## src/rtl/pipe_stage_reg.sv

```systemverilog
// rtl/pipe_stage_reg.sv - valid/ready pipeline stage register with flush.
// Define PIPE_SKID_EN for the two-entry skid build with a registered in_ready.
module pipe_stage_reg #(
  parameter int                 DATA_W    = 101,
  parameter logic [DATA_W-1:0]  RESET_VAL = '0
) (
  input  logic              clk,
  input  logic              rst,
  input  logic              flush,
  input  logic              in_valid,
  output logic              in_ready,
  input  logic [DATA_W-1:0] in_data,
  output logic              out_valid,
  input  logic              out_ready,
  output logic [DATA_W-1:0] out_data
);

  logic              accept;
  logic              handoff;
  logic              main_valid_q, main_valid_d;
  logic [DATA_W-1:0] main_q, main_d;

  assign accept    = in_valid & in_ready;
  assign handoff   = main_valid_q & out_ready;
  assign out_valid = main_valid_q;
  assign out_data  = main_q;

`ifdef PIPE_SKID_EN
  logic              skid_valid_q, skid_valid_d;
  logic [DATA_W-1:0] skid_q, skid_d;
  logic              in_ready_q;

  // in_ready comes straight from a flop, so out_ready never reaches it combinationally.
  assign in_ready = in_ready_q;

  always_comb begin
    main_valid_d = main_valid_q;
    main_d       = main_q;
    skid_valid_d = skid_valid_q;
    skid_d       = skid_q;
    if (flush) begin
      main_valid_d = 1'b0;
      skid_valid_d = 1'b0;
    end else if (skid_valid_q) begin
      if (handoff) begin
        main_d       = skid_q;
        skid_valid_d = 1'b0;
      end
    end else if (main_valid_q) begin
      if (handoff) begin
        if (accept) begin
          main_d = in_data;
        end else begin
          main_valid_d = 1'b0;
        end
      end else if (accept) begin
        skid_d       = in_data;
        skid_valid_d = 1'b1;
      end
    end else if (accept) begin
      main_d       = in_data;
      main_valid_d = 1'b1;
    end
  end

  always_ff @(posedge clk or posedge rst) begin
    if (rst) begin
      main_valid_q <= 1'b0;
      main_q       <= RESET_VAL;
      skid_valid_q <= 1'b0;
      skid_q       <= RESET_VAL;
      in_ready_q   <= 1'b1;
    end else begin
      main_valid_q <= main_valid_d;
      main_q       <= main_d;
      skid_valid_q <= skid_valid_d;
      skid_q       <= skid_d;
      in_ready_q   <= !skid_valid_d;
    end
  end
`else
  assign in_ready = !main_valid_q | out_ready;

  always_comb begin
    main_valid_d = main_valid_q;
    main_d       = main_q;
    if (flush) begin
      main_valid_d = 1'b0;
    end else if (accept) begin
      main_d       = in_data;
      main_valid_d = 1'b1;
    end else if (handoff) begin
      main_valid_d = 1'b0;
    end
  end

  always_ff @(posedge clk or posedge rst) begin
    if (rst) begin
      main_valid_q <= 1'b0;
      main_q       <= RESET_VAL;
    end else begin
      main_valid_q <= main_valid_d;
      main_q       <= main_d;
    end
  end
`endif

endmodule

```

## config.mk

```make
export PLATFORM = sky130hd
export DESIGN_NAME = pipe_stage_reg
export DESIGN_NICKNAME = d
export VERILOG_FILES = /design/src/rtl/pipe_stage_reg.sv
export SDC_FILE = /design/constraint.sdc
export NUM_CORES = 1
export LEC_CHECK = 0
export BUFFER_PORTS_ARGS = -buffer_cell sky130_fd_sc_hd__buf_4
export CORE_MARGIN = 8
export CORE_UTILIZATION = 48
export CTS_BUF_LIST = sky130_fd_sc_hd__clkbuf_8
export CTS_CLUSTER_DIAMETER = 50
export DETAILED_ROUTE_END_ITERATION = 16
export PLACE_DENSITY_LB_ADDON = 0.15
export SLEW_MARGIN = 25
export SYNTH_ARGS = -nofsm -noshare
export SYNTH_HDL_FRONTEND = slang
export SYNTH_SLANG_ARGS = --single-unit
export TNS_END_PERCENT = 10
```

## constraint.sdc

```tcl
create_clock -name clk -period 4.8 [get_ports clk]
set_input_delay 0.96 -clock clk [delete_from_list [all_inputs] [get_ports clk]]
set_output_delay 0.96 -clock clk [all_outputs]
set_load 0.05 [all_outputs]
```

==> results of run 1 <==
==> power groups by stage <==
stage | clock (W) | combinational, W | sequential (W)
2_1_floorplan | 0 | 0.000273 | 0.00162
3_3_place_gp | 0 | 0.00114 | 0.00110
3_5_place_dp | 0 | 0.00115 | 0.00110
4_1_cts | 0.000615 | 0.00115 | 0.00109
5_1_grt | 0.000645 | 0.00118 | 0.00111
6_report | 0.000600 | 0.00114 | 0.00109
==> cells by family (layout without fill, tap and decap cells) <==
family,Yosys count,count (layout),share of synthesized area
flip-flops,102,102,0.596
multiplexers,101,101,0.344
buffers and inverters,13,227,0.0502
AND/OR/NAND/NOR,4,4,0.00935
==> routing by layer <==
metal / up-vias / track usage / share of wire
li1: 1182 / - / -
met1: 1286 / 0.202 / 0.41
met2: 117 / 0.267 / 0.49
met3: 13 / 0.0655 / 0.086
met4: 0 / 0.0667 / 0.017
met5: - / 0 / 0
==> cells in the mapped netlist <==
master / count
buf_12: 10
buf_4: 1
dfrtp_1: 102
inv_1: 2
mux2_2: 11
mux2_4: 90
nor2_1: 2
nor2b_4: 1
nor3b_4: 1
==> worst paths after layout <==
kind | cells past startpoint | start | endpoint
worst max register to register | 4 | out_valid | out_data[35]
min in group asynchronous | 2 | rst | out_data[70]
worst min-delay path | 1 | out_data[14] | out_data[14]
max in group asynchronous | 3 | rst | out_data[14]
worst max-delay path | 4 | out_ready | in_ready
worst min register to register | 1 | out_data[14] | out_data[14]
==> sequential cells by signal (all words and copies together) (netlist names) <==
signal     flops
out_valid      1
out_data     101
==> cell type report <==
type,count,area share
multi-input combinational,105,0.251
timing repair buffer,210,0.264
tap,108,0.0224
sequential,102,0.424
clock buffer,11,0.0251
inverter,2,0.00208
clock inverter,4,0.0118
==> stage by stage <==
| stage | setup slack, ns | total power (W) |
|---|---|---|
| 6_report | 2.38 | 0.00283 |
| 5_1_grt | 2.35 | 0.00294 |
| 4_1_cts | 2.37 | 0.00286 |
| 3_5_place_dp | 2.33 | 0.00225 |
| 3_3_place_gp | 2.34 | 0.00224 |
| 2_1_floorplan | 1.16 | 0.00189 |
==> worst max-delay path: stages <==
cell     delay [ns]
buf_4          0.12
nor2b_4        0.14
inv_1          0.05
buf_4          0.18
==> flow_summary.yaml, run 1 <==
run_status:
  status: "completed"
setup_path:
  path_class: "in -> out"
  worstPathRequired_ns: 3.84
  path_max_fanout: 3
  startpoint_type: "input port"
  cp-end-kind: "output pin"
  reg2reg_slack_ns: 2.84
  crit_arrival_ns: 1.46
synth:
  synthCells: 220
  yosysTopAreaCell: "dfrtp_1"
  synth_nets: 326
  netlist.area_leader.share: 0.596
  ys.warnings.count: 0
  ys_seq_area_frac: 0.596
  netlist_top_cells_area: "dfrtp_1, mux2_4, buf_12, mux2_2, nor3b_4"
  ys_ff_latch: 102
  synth.avg_cell_area_sq_um: 19.5
  yosysUniqueCellTypes: 9
  syn_area_sq_um: 4280
cts:
  cts_tree: "done"
  cts_resized: 0
  cts_sinks: 102
  clk_pin_slew_ns: 0.08
  cts_buffers: 9
  htreeDepth: 3
  root_buffer: "clkbuf_8"
  post_cts_buffers: 0
  insertion_delay_ns: 0.35
  holdBufCountCts: 0
  clockBufferDepth: 2
placed_design:
  gp_congestion: 0.721
  hpwl_microns: 7740
  numPortBuffers: 208
  placed_area_sq_um: 5800
  dp_cells: 527
timing:
  rsz0062_at_grt: "no"
  skew_ns: 0.0140
  fin_crit_ns: 2.42
  period_share: 0.504
  slew_viol_final: 0
  relSlewSlack: 0.500
  hold_viol: 0
  tightestPinTransition_ns: 0.750
  fin_setup_tns_ns: 0
  setup-violations-final: 0
  max_freq_mhz: 413
  worst_hold_slack_ns: 0.516
pwr:
  p_int_w: 0.00176
  p_switching_w: 0.00107
  power_leakage_nw: 3.05
  ir_drop_mv: 0.252
  p_seq_frac: 0.386
  clockPowerShare: 0.212
  switching_share: 0.378
  powerDensity_nw_per_um2: 469
  combPwrFrac: 0.402
finish:
  design_area_sq_um: 6030
  final_util: 0.694
  final_cells: 542
  drive_gt1_frac: 0.756
  nFillCells: 616
  areaGrowthSynthToFinish_pct: 40.7
  seqCellArea_sq_um: 2550
  mostFrequentLayoutCells: "buf_4, dfrtp_1, mux2_4, mux2_2, clkbuf_8"
  antenna_cells: 0
  multi_input_area_sq_um: 1520
  layout.cells.most_common: "buf_4"
  layout.nets: 536
detailed_routing:
  wl_per_cell_microns: 19.3
  wirelength_microns: 10400
  vias: 2598
  drc: 0
  vias_per_cell: 4.79
  ant_nets: 0
  drt_iter0_drc: 92
  first_pass_iters: 4
floorplanning:
  core_area_sq_um: 8680
  fp.dieArea_sq_um: 12200
  die_h_microns: 110
  io_pins: 209
  initial_core_util: 0.494
  die_w_microns: 110
  fp-row-count: 34
global_routing:
  overflow: 0
  grt_max_degree: 102
  grt_pass1_wl_microns: 16700
  grt_util_all_layers: 0.169
  antenna_found_initial: 0
  grt_pass1_vias: 3022
job:
  cap_viol_max_count: 0
min_path:
  hp-class: "reg -> reg"
(Power assumes the default switching activity.)
==> run 2, diff against run 1 <==
- ABC_AREA: not set -> 1
- CORE_UTILIZATION: 48 -> 42
- clock period: 4.8 -> 2.16 ns (I/O delays scaled with it)
==> flow_summary.yaml, run 2 <==
pwr:
  power_leakage_nw: 3.32
  ir_drop_mv: 0.456
  powerDensity_nw_per_um2: 940
floorplanning:
  core_area_sq_um: 9550
  initial_core_util: 0.424
  die_w_microns: 114
  die_h_microns: 114
  fp.dieArea_sq_um: 13000
  fp-row-count: 36
  io_pins: 209
finish:
  areaGrowthSynthToFinish_pct: 45.7
  final_cells: 777
  layout.nets: 745
  drive_gt1_frac: 0.363
  antenna_cells: 0
  mostFrequentLayoutCells: "buf_4, nand2_1, dfrtp_1, nand3_1, clkbuf_8"
  layout.cells.most_common: "buf_4"
  largest_reg_flops: 101
synth:
  synth_edf_count: 0
  synthTopCellsByCount: "nand2_1, dfrtp_1, nand3_1"
  yosys.cell_count.top_type: "nand2_1"
  synthFlopType: "dfrtp_1"
  ys.warnings.count: 0
  ys_ff_latch: 102
  synth.avg_cell_area_sq_um: 9.09
  yosysUniqueCellTypes: 11
  netlist_top_cells_area: "dfrtp_1, nand2_1, nand3_1, buf_2, buf_4"
  synth_nets: 551
  yosysTopAreaCell: "dfrtp_1"
  syn_area_sq_um: 4050
  synthArstFlopShare: 1.00
  synthCells: 445
  netlist.area_leader.share: 0.631
  ys_seq_area_frac: 0.631
setup_path:
  worst_path_max_delay_cell: "dfrtp_1"
  startpoint_type: "register"
  path_max_fanout: 29
  crit_arrival_ns: 1.34
  path_cells: "nand2_4 -> buf_4"
  cpPeakStageDelay_ns: 0.43
  worstPathRequired_ns: 1.73
  path_class: "reg -> out"
  cp-end-kind: "output pin"
timing:
  period_share: 0.823
  rsz0062_at_grt: "no"
  hold_viol: 0
  fin_crit_ns: 1.78
  tightestPinTransition_ns: 0.590
  slew_viol_final: 0
  relSlewSlack: 0.606
  skew_ns: 0.0116
  setup-violations-final: 0
  max_freq_mhz: 563
  fin_setup_tns_ns: 0
global_routing:
  grt_pass1_vias: 3801
  antenna_found_initial: 0
  grt_max_degree: 102
  grt_util_all_layers: 0.187
  overflow: 0
  grt_pass1_wl_microns: 19400
cts:
  holdBufCountCts: 0
  insertion_delay_ns: 0.35
  cts_buffers: 9
  htreeDepth: 3
  clockBufferDepth: 2
  root_buffer: "clkbuf_8"
  cts_resized: 0
  clk_pin_slew_ns: 0.10
  cts_sinks: 102
  cts_tree: "done"
  post_cts_buffers: 0
placed_design:
  numPortBuffers: 208
  hpwl_microns: 8750
  gp_congestion: 0.795
  dp_cells: 761
detailed_routing:
  first_pass_iters: 4
  ant_nets: 0
  wl_per_cell_microns: 15.9
  vias: 3710
  vias_per_cell: 4.77
  drc: 0
  drt_iter0_drc: 306
  wirelength_microns: 12300
min_path:
  hp-class: "in -> async"
run_status:
  status: "completed"
job:
  cap_viol_max_count: 0
==> run 2: cell count changes after synthesis, moves of 2 or more <==
cell | previous run | this run
buf_2 | 0 | 20
mux2_4 | 90 | 0
nand3_1 | 0 | 101
nor2_1 | 2 | 0
buf_12 | 10 | 0
nand2_1 | 0 | 203
buf_4 | 1 | 11
mux2_2 | 11 | 0
==> run 2: layer usage <==
| layer | track usage | vias up | routed length, microns |
|---|---|---|---|
| li1 | - | 1797 | - |
| met1 | 0.224 | 1765 | 5030 |
| met2 | 0.301 | 133 | 5850 |
| met3 | 0.0728 | 15 | 1230 |
| met4 | 0.0657 | 0 | 212 |
| met5 | 0 | - | 0 |
==> run 2: cells by family after synthesis <==
| logic type | after synthesis | synth area share |
|---|---|---|
| compound gates | 1 | 0.00124 |
| buf+inv | 36 | 0.0516 |
| flops | 102 | 0.631 |
| simple gates | 306 | 0.316 |
==> run 2: report_power, final <==
group	leakage (nW)	total (W)	internal (W)	switching [W]
clock	0.0972	0.00114	0.000507	0.000629
combinational	1.96	0.00206	0.000614	0.00145
sequential	1.26	0.00234	0.00218	0.000161
total	3.32	0.00554	0.00330	0.00224
==> run 2: worst max-delay path, delay by kind of cell (launching register included) <==
| kind | cells | cell delay [ns] |
|---|---|---|
| AND/OR/NAND/NOR | 1 | 0.29 |
| buffers and inverters | 1 | 0.27 |
| flip-flops | 1 | 0.43 |
==> run 2: metrics by stage <==
step	setup slack, ns	util	hold slack [ns]	total power [W]	area, sq um
after detailed placement	0.445	0.598	0.460	0.00446	5710
final	0.383	0.617	0.164	0.00554	5900
after CTS	0.359	0.617	0.163	0.00560	5900
after global placement	0.472	0.598	0.456	0.00443	5710
after floorplan	0.510	-	0.495	0.00369	4050
after global routing	0.307	0.617	0.170	0.00580	5900
==> run 2: worst paths after layout <==
path | from | end | slack (ns) | cells past startpoint
setup / recovery | out_valid | in_ready | 0.38 | 2
hold / removal | rst | out_data[50] | 0.16 | 3
setup reg to reg | out_valid | out_data[24] | 0.56 | 5
hold reg to reg | out_data[39] | out_data[39] | 0.48 | 2
max in group asynchronous | rst | out_data[9] | 1.46 | 3
min in group clk | flush | out_valid | 0.24 | 2
==> run 2: final cells by class <==
type                       instances  area, sq um
clock buffer                      12          165
clock inverter                     4         22.5
fill                             854         3650
inverter                           3         15.0
multi-input combinational        307         1300
sequential                       102         2550
tap                              133          166
timing repair buffer             216         1670
